===== config.mk =====
export PLATFORM = sky130hd
export DESIGN_NAME = hw2_pipe_monitor_flat
export DESIGN_NICKNAME = d
export VERILOG_FILES = /design/src/rtl/hw2_mon_pkg.sv /design/src/rtl/hw2_pipe_monitor_if.sv /design/src/rtl/hw2_mon_fifo.sv /design/src/rtl/hw2_pipe_monitor.sv /design/src/flat_wrapper.sv
export SDC_FILE = /design/constraint.sdc
export NUM_CORES = 1
export LEC_CHECK = 0
export CELL_PAD_IN_SITES_DETAIL_PLACEMENT = 1
export CELL_PAD_IN_SITES_GLOBAL_PLACEMENT = 2
export CORE_MARGIN = 1
export CORE_UTILIZATION = 36
export CTS_CLUSTER_SIZE = 20
export DETAILED_ROUTE_END_ITERATION = 8
export GPL_ROUTABILITY_DRIVEN = 0
export PLACE_DENSITY = 0.78
export REMOVE_ABC_BUFFERS = 1
export SKIP_CTS_REPAIR_TIMING = 1
export SLEW_MARGIN = 0
export SYNTH_ARGS = -nofsm -noshare
export SYNTH_HDL_FRONTEND = slang
export SYNTH_HIERARCHICAL = 1
export SYNTH_SLANG_ARGS = --single-unit

===== constraint.sdc =====
create_clock -name clk -period 2.33 [get_ports clk]
set_input_delay 0.233 -clock clk [delete_from_list [all_inputs] [get_ports clk]]
set_output_delay 0.233 -clock clk [all_outputs]
set_load 0.005 [all_outputs]

===== src/rtl/hw2_mon_pkg.sv =====
// Shared widths, statistic reset constants and entry layout for the
// hw2_pipe result monitor.
package hw2_mon_pkg;

   localparam int D_W     = 16;
   localparam int TAG_W   = 1;
   localparam int ENTRY_W = TAG_W + D_W;

   localparam logic [D_W-1:0] MIN_INIT = 16'hFFFF;
   localparam logic [D_W-1:0] MAX_INIT = 16'h0000;

   typedef struct packed {
      logic [TAG_W-1:0] s;
      logic [D_W-1:0]   d;
   } entry_t;

   function automatic logic [D_W-1:0] umin(input logic [D_W-1:0] a, input logic [D_W-1:0] b);
      return (a < b) ? a : b;
   endfunction

   function automatic logic [D_W-1:0] umax(input logic [D_W-1:0] a, input logic [D_W-1:0] b);
      return (a > b) ? a : b;
   endfunction

endpackage


===== src/rtl/hw2_pipe_monitor_if.sv =====
// Result stream and host read handshake between hw2_pipe/host and the monitor.
interface hw2_pipe_monitor_if;
   import hw2_mon_pkg::*;

   logic [D_W-1:0]     d_in;
   logic [TAG_W-1:0]   s_in;
   logic               d_valid;
   logic               rd_en;
   logic [ENTRY_W-1:0] rd_data;
   logic               rd_valid;

   modport master (
      output d_in, s_in, d_valid, rd_en,
      input  rd_data, rd_valid
   );

   modport slave (
      input  d_in, s_in, d_valid, rd_en,
      output rd_data, rd_valid
   );

endinterface


===== src/rtl/hw2_mon_fifo.sv =====
// Synchronous capture FIFO with registered read port; occupancy is kept as a
// separate counter so full/empty never depend on pointer comparison.
module hw2_mon_fifo
   import hw2_mon_pkg::*;
#(
   parameter int DEPTH = 4
) (
   input  logic                       clk,
   input  logic                       reset,
   input  logic                       wr_en,
   input  logic [ENTRY_W-1:0]         wr_data,
   input  logic                       rd_en,
   output logic [ENTRY_W-1:0]         rd_data,
   output logic                       rd_valid,
   output logic                       empty,
   output logic                       full,
   output logic [$clog2(DEPTH):0]     occupancy
);

   localparam int AW = $clog2(DEPTH);
   localparam logic [AW:0] FULL_OCC = (AW+1)'(DEPTH);

   logic [ENTRY_W-1:0] mem [DEPTH];
   logic [AW-1:0]      wr_ptr;
   logic [AW-1:0]      rd_ptr;
   logic [AW:0]        occ;
   logic               pop;
   logic               push;

   // A pop on a full FIFO frees the slot the same-cycle write lands in.
   assign pop  = rd_en && (occ != '0);
   assign push = wr_en && ((occ != FULL_OCC) || pop);

   assign empty     = (occ == '0);
   assign full      = (occ == FULL_OCC);
   assign occupancy = occ;

   always_ff @(posedge clk) begin
      if (push) begin
         mem[wr_ptr] <= wr_data;
      end
   end

   always_ff @(posedge clk) begin
      if (reset) begin
         wr_ptr   <= '0;
         rd_ptr   <= '0;
         occ      <= '0;
         rd_data  <= '0;
         rd_valid <= 1'b0;
      end else begin
         rd_valid <= pop;
         if (pop) begin
            rd_data <= mem[rd_ptr];
            rd_ptr  <= rd_ptr + AW'(1);
         end
         if (push) begin
            wr_ptr <= wr_ptr + AW'(1);
         end
         case ({push, pop})
            2'b10:   occ <= occ + (AW+1)'(1);
            2'b01:   occ <= occ - (AW+1)'(1);
            default: occ <= occ;
         endcase
      end
   end

endmodule


===== src/rtl/hw2_pipe_monitor.sv =====
// Receive-side monitor for hw2_pipe: capture FIFO plus running count/sum/min/max
// statistics that also see samples the FIFO had to drop.
module hw2_pipe_monitor
   import hw2_mon_pkg::*;
#(
   parameter int DEPTH = 4,
   parameter int SUM_W = 24
) (
   input  logic                clk,
   input  logic                reset,
   hw2_pipe_monitor_if.slave   bus,
   input  logic                clear,
   output logic                empty,
   output logic                full,
   output logic                overflow,
   output logic [15:0]         count,
   output logic [SUM_W-1:0]    sum,
   output logic [D_W-1:0]      min_d,
   output logic [D_W-1:0]      max_d
);

   localparam int AW = $clog2(DEPTH);
   localparam logic [AW:0] FULL_OCC = (AW+1)'(DEPTH);

   logic [AW:0] occupancy;
   logic        drop;
   entry_t      wr_entry;

   assign wr_entry = '{s: bus.s_in, d: bus.d_in};

   hw2_mon_fifo #(
      .DEPTH (DEPTH)
   ) u_fifo (
      .clk       (clk),
      .reset     (reset),
      .wr_en     (bus.d_valid),
      .wr_data   (wr_entry),
      .rd_en     (bus.rd_en),
      .rd_data   (bus.rd_data),
      .rd_valid  (bus.rd_valid),
      .empty     (empty),
      .full      (full),
      .occupancy (occupancy)
   );

   // A full FIFO is never empty, so any rd_en there is a real pop.
   assign drop = bus.d_valid && (occupancy == FULL_OCC) && !bus.rd_en;

   always_ff @(posedge clk) begin
      if (reset) begin
         overflow <= 1'b0;
      end else if (clear) begin
         overflow <= drop;
      end else if (drop) begin
         overflow <= 1'b1;
      end
   end

   always_ff @(posedge clk) begin
      if (reset) begin
         count <= '0;
         sum   <= '0;
         min_d <= MIN_INIT;
         max_d <= MAX_INIT;
      end else if (bus.d_valid) begin
         if (clear) begin
            count <= 16'd1;
            sum   <= SUM_W'(bus.d_in);
            min_d <= bus.d_in;
            max_d <= bus.d_in;
         end else begin
            count <= (count == '1) ? count : count + 16'd1;
            sum   <= sum + SUM_W'(bus.d_in);
            min_d <= umin(min_d, bus.d_in);
            max_d <= umax(max_d, bus.d_in);
         end
      end else if (clear) begin
         count <= '0;
         sum   <= '0;
         min_d <= MIN_INIT;
         max_d <= MAX_INIT;
      end
   end

endmodule

===== src/flat_wrapper.sv =====
// flat-port wrapper written by rule: the top's interface ports become plain ports
module hw2_pipe_monitor_flat import hw2_mon_pkg::*;
#(
   parameter int DEPTH = 4,
   parameter int SUM_W = 24
)
  (clk, reset, clear, empty, full, overflow, count, sum, min_d, max_d, bus_d_in, bus_s_in, bus_d_valid, bus_rd_en, bus_rd_data, bus_rd_valid);
  hw2_pipe_monitor_if bus_i ();
  input  logic clk;
  input  logic reset;
  input  logic clear;
  output logic empty;
  output logic full;
  output logic overflow;
  output logic [15:0] count;
  output logic [SUM_W-1:0] sum;
  output logic [D_W-1:0] min_d;
  output logic [D_W-1:0] max_d;
  input wire logic [$bits(bus_i.d_in)-1:0] bus_d_in;
  input wire logic [$bits(bus_i.s_in)-1:0] bus_s_in;
  input wire logic [$bits(bus_i.d_valid)-1:0] bus_d_valid;
  input wire logic [$bits(bus_i.rd_en)-1:0] bus_rd_en;
  output wire logic [$bits(bus_i.rd_data)-1:0] bus_rd_data;
  output wire logic [$bits(bus_i.rd_valid)-1:0] bus_rd_valid;
  assign bus_i.d_in = bus_d_in;
  assign bus_i.s_in = bus_s_in;
  assign bus_i.d_valid = bus_d_valid;
  assign bus_i.rd_en = bus_rd_en;
  assign bus_rd_data = bus_i.rd_data;
  assign bus_rd_valid = bus_i.rd_valid;
  hw2_pipe_monitor #(.DEPTH(DEPTH), .SUM_W(SUM_W)) u_core (.clk(clk), .reset(reset), .bus(bus_i), .clear(clear), .empty(empty), .full(full), .overflow(overflow), .count(count), .sum(sum), .min_d(min_d), .max_d(max_d));
endmodule

* After elaboration in Yosys (flattened, before gate mapping)
Memories as Yosys holds them, arrays and structs flattened. A register that Yosys moved wholly into a read port is not among the register bits. Index checks and enable logic that the tools add are counted.
Operators by class: add/sub/neg operators 6, magnitude comparators 2, equal/unequal tests 8, mux-type cells 19, reduce and logical (&&, ||, !) cells 14
Operator list (count):
- $mux W16 | 11
- $mux W24 | 3
- $add A24 B16 Y24 | 1
- $add A16 B1 Y16 const B | 1
- $eq A16 B16 Y1 const B | 1
- $gt A16 B16 Y1 | 1
- $lt A16 B16 Y1 | 1
- $ne A2 B2 Y1 const B | 3
- $pmux W3 S2 | 1
- $reduce_and A2 Y1 | 3
- $reduce_bool A2 Y1 | 3
- $add A2 B1 Y2 const B | 2
- $logic_and A1 B1 Y1 | 4
- $mux W1 | 4
- $add A3 B1 Y3 const B | 1
- $eq A3 B3 Y1 const B | 1
- $logic_not A3 Y1 | 1
- $ne A3 B3 Y1 const B | 1
- $reduce_bool A3 Y1 | 1
- $sub A3 B1 Y3 const B | 1
- $eq A2 B1 Y1 const B | 1
- $eq A2 B2 Y1 const B | 1
- $logic_not A1 Y1 | 1
- $logic_or A1 B1 Y1 | 1
Storage, ports and cells: register bits 81, RAM bits 68, bits of input ports 22, output and inout port bits 93, word-level logic and storage cells 59, memories 1
Memories:
- u_core.u_fifo.mem | words 4, bits a word 17, read ports 1, clocked after Yosys merged registers in 1, write ports 1, line hw2_mon_fifo.sv:23 | logic [ENTRY_W-1:0] mem [DEPTH];

* Depth between registers and ports, before layout
word-level depth 6, gate-level depth with buffers 9, mapped depth without buffers 9

* By module
The synthesis kept the hierarchy.
By module, submodules not included:
- hw2_pipe_monitor | instances 1, cells each 573, area each 4824.6 um2
- hw2_mon_fifo | instances 1, cells each 222, area each 3573.4 um2

* Worst setup path before layout
OpenSTA, ideal clock, no wires.
kind register -> register, start reg u_core.min_d[10], end reg u_core.min_d[5], arrival time 1.981 ns, required time 2.244 ns, path slack 0.263 ns, cell stages (with the launch flop) 9, buffers on the path 1, path through dfxtp_1 ha_1 and3_4 a221oi_2 a2bb2oi_4 nand2_2 a21o_4 buf_6 a221oi_2
Between the ends: word-level cells in the longest chain between the ends 3
Ends and longest elaborated chain:
- start: declaration | line hw2_pipe_monitor.sv:18 | output logic [D_W-1:0] min_d,
- start signal: assignment | line hw2_pipe_monitor.sv:69 | min_d <= bus.d_in;
- start signal: assignment | line hw2_pipe_monitor.sv:74 | min_d <= umin(min_d, bus.d_in);
- $lt A16 B16 Y1 | line hw2_mon_pkg.sv:18 | return (a < b) ? a : b;
- $ne A2 B2 Y1 (no line)
- $reduce_and A2 Y1 (no line)
No other way between the ends. A chain may end at the register's enable or synchronous reset.

* Worst setup path in the final report
start in bus_d_in[7], end reg u_core.max_d[13]
Between the ends: word-level cells in the longest chain between the ends 3
Ends and longest elaborated chain:
- start: declaration | line flat_wrapper.sv:19 | input wire logic [$bits(bus_i.d_in)-1:0] bus_d_in;
- $gt A16 B16 Y1 | line hw2_mon_pkg.sv:22 | return (a > b) ? a : b;
- $ne A2 B2 Y1 (no line)
- $reduce_and A2 Y1 (no line)
- end signal: assignment | line hw2_pipe_monitor.sv:70 | max_d <= bus.d_in;
- end signal: assignment | line hw2_pipe_monitor.sv:75 | max_d <= umax(max_d, bus.d_in);
- end: declaration | line hw2_pipe_monitor.sv:19 | output logic [D_W-1:0] max_d
No other way between the ends.

==> out/metrics.yaml <==
logic_synthesis:
  synth_edf_count: 68
  synth_area_leader_cell: "edfxtp_1"
  ys_seq_elements: 166
  synth_most_common_cell: "dfxtp_1"
  synth_top_area_frac: 0.2431
  synth_cell_types: 73
  synth_ff_type: "dfxtp_1"
  syn_inst: 795
  synth_area_leaders: "edfxtp_1 24%, dfxtp_1 23%, ha_1 7.7%"
  synthArstFlopShare: 0
  synth_common_cells: "98 x dfxtp_1, 70 x a21oi_1, 70 x nor2_1, 68 x edfxtp_1, 61 x nand2_1"
  synth_area_um2: 8398
  synth_warnings: 6
  seq_area_frac_synth: 0.4768
  syn_area_per_cell_um2: 10.56
timing:
  max-slew-margin-rel: 0.5044
  setup_violations: 0
  fin_crit_ns: 2.245
  worst-slew-pin-transition_ns: 0.7427
  setup_slack_ns: 0.08493
  drv_slew: 0
  max_freq_ghz: 0.4454
  finalHoldViolCount: 0
  setup_tns_ns: 0
  skew_ns: 0.01207
  whs_ns: 0.2376
  rsz0062_at_grt: "no"
  fin_crit_sh: 0.9636
critical_path:
  critPathMaxStageDelay_ns: 0.65
  critPathMaxFanout: 8
  cp.required_ns: 2.70
  critPathCaptureType: "flop"
  start_kind: "input port"
  slowest_stage: "clkdlybuf4s50_1"
  crit_path_frequent_cell: "nand2_1"
  critPathKind: "in2reg"
  crit_chain: "clkdlybuf4s50_1, inv_1, ha_1, nand2_1, o211ai_1, nand2_1, a21oi_1, o221a_2, buf_4, a22o_1"
  crit_arrival_ns: 2.61
drt:
  detail-route-antenna-nets: 0
  drt_drc_violations_left: 0
  drt-initial-drc-count: 341
  dr.pass1.iters: 4
  finalWirelength_mm: 26.23
  dr_total_vias: 7065
  wl_per_cell_um: 20.10
  viasPerCell: 5.414
clock_network:
  clk_path_buf_depth: 2
  clkTransAtPathRegs_ns: 0.08
  cts_tree: "yes"
  cts_max_level: 4
  clk_latency_ns: 0.43
  cts-root-buf: "clkbuf_16"
  cts_sinks: 166
  cts_buffers: 17
hold_path:
  hp-class: "in2reg"
floorplan:
  ioPinCount: 115
  die_h_um: 154.7
  std_cell_rows: 55
  die_area_um2: 23940
  start_util: 0.3687
  die_width_um: 154.7
  core_um2: 22780
place:
  hpwl_mm: 19.23
  portBuffers: 114
  dp_cells: 1270
  dp_slack_ns: -0.5044
grt:
  grt_max_degree: 44
  overflow: 0
  grt_usage: 0.2235
  grt_pass1_wl_mm: 40.83
  antenna_found_initial: 0
  grt_pass1_vias: 7421
job:
  drv_cap: 0
power_and_ir_drop:
  power.density_nw_per_um2: 718.1
  p_leak_nw: 4.353
  ir_drop_mv: 0.4477
finish:
  multiInputGateArea_um2: 4110
  layout-drive-gt1-share: 0.1826
  n_fill_cell: 2449
  fin_cells: 1305
  fin_nets: 1054
  seqCellArea_um2: 4006
  area_growth_pct: 32.45
run_status:
  status: "complete, no violations"
placed cells by master (no fill, tap or decap), types with 12 or more instances in the layout:
cell and instances:
a21oi_1 69, clkbuf_16 17, o21ai_0 23, or3_1 18, nand2_1 61, nand3_1 34, ha_1 51, dfxtp_1 96
a21o_1 16, inv_1 30, buf_4 84, nor2_1 69, and3_1 16, edfxtp_1 68, clkdlybuf4s50_1 109, a22o_1 16
a221oi_2 12, mux4_2 17
path summary, 6_finish.rpt:
check	from	depth (start not counted)	end	slack, ns
setup / recovery	bus_d_in[7]	10	u_core/max_d[13]$_SDFFE_PP0P_	0.08
setup reg to reg	u_core/sum[2]$_SDFFE_PP0P_	7	u_core/sum[12]$_SDFFE_PP0P_	0.13
hold reg to reg	u_core/u_fifo/rd_data[15]$_SDFFE_PP0N_	2	u_core/u_fifo/rd_data[15]$_SDFFE_PP0N_	0.46
hold / removal	bus_d_in[9]	2	u_core/max_d[9]$_SDFFE_PP0P_	0.24
final cells by class:
| type | instances | share of cell area |
|---|---|---|
| Antenna cell | 1 | 0.0002250 |
| Clock buffer | 17 | 0.03825 |
| Clock inverter | 15 | 0.01642 |
| Inverter | 31 | 0.01046 |
| Multi-Input combinational cell | 558 | 0.3695 |
| Sequential cell | 166 | 0.3602 |
| Tap cell | 313 | 0.03521 |
| Timing Repair Buffer | 204 | 0.1697 |
state kept, by name, summed over array words and instances (netlist names):
name / count
u_core/u_fifo/mem: 68
u_core/sum: 24
u_core/u_fifo/rd_data: 17
u_core/count: 16
u_core/max_d: 16
u_core/min_d: 16
u_core/u_fifo/occupancy: 3
u_core/u_fifo/rd_ptr: 2
u_core/u_fifo/wr_ptr: 2
u_core/overflow: 1
u_core/u_fifo/rd_valid: 1
per-stage QoR:
step             util  area [um^2]  power, mW
2_1_floorplan       -         8200      4.247
3_3_place_gp   0.4589        10450      5.020
3_5_place_dp   0.4589        10450      5.091
4_1_cts        0.4856        11060      8.048
5_1_grt        0.4882        11120      8.326
6_report       0.4883        11120      7.988
power by group:
group	internal [mW]	switching, mW	leakage, nW
logic	0.832	0.835	2.63
registers	3.23	0.143	1.43
clock network	1.64	1.31	0.298
total	5.70	2.29	4.35
critical path: cells and delay by family:
| kind | cells | cell delay, ns |
|---|---|---|
| buf+inv | 3 | 0.93 |
| fa+ha+maj | 1 | 0.33 |
| simple gates | 2 | 0.16 |
| compound gates | 4 | 0.96 |
logic make-up after synthesis:
logic type               count (synthesis)  share of synthesized area
adder cells (fa/ha/maj)                 54                    0.08224
buffers and inverters                   71                    0.03740
AND/OR/NAND/NOR                        255                     0.1505
AO/OA/AOI/OAI                          209                     0.1822
multiplexers                            25                    0.05527
flip-flops                             166                     0.4768
XOR/XNOR                                15                    0.01564
layer usage:
metal,vias to the layer above,wire length [um],share of wire,GRT usage
li1,3345,-,-,-
met1,3558,11770,0.45,0.2804
met2,137,13330,0.51,0.3924
met3,25,693,0.026,0.03699
met4,0,434,0.017,0.06884
met5,-,0,0,0
(Power assumes the default switching activity.)
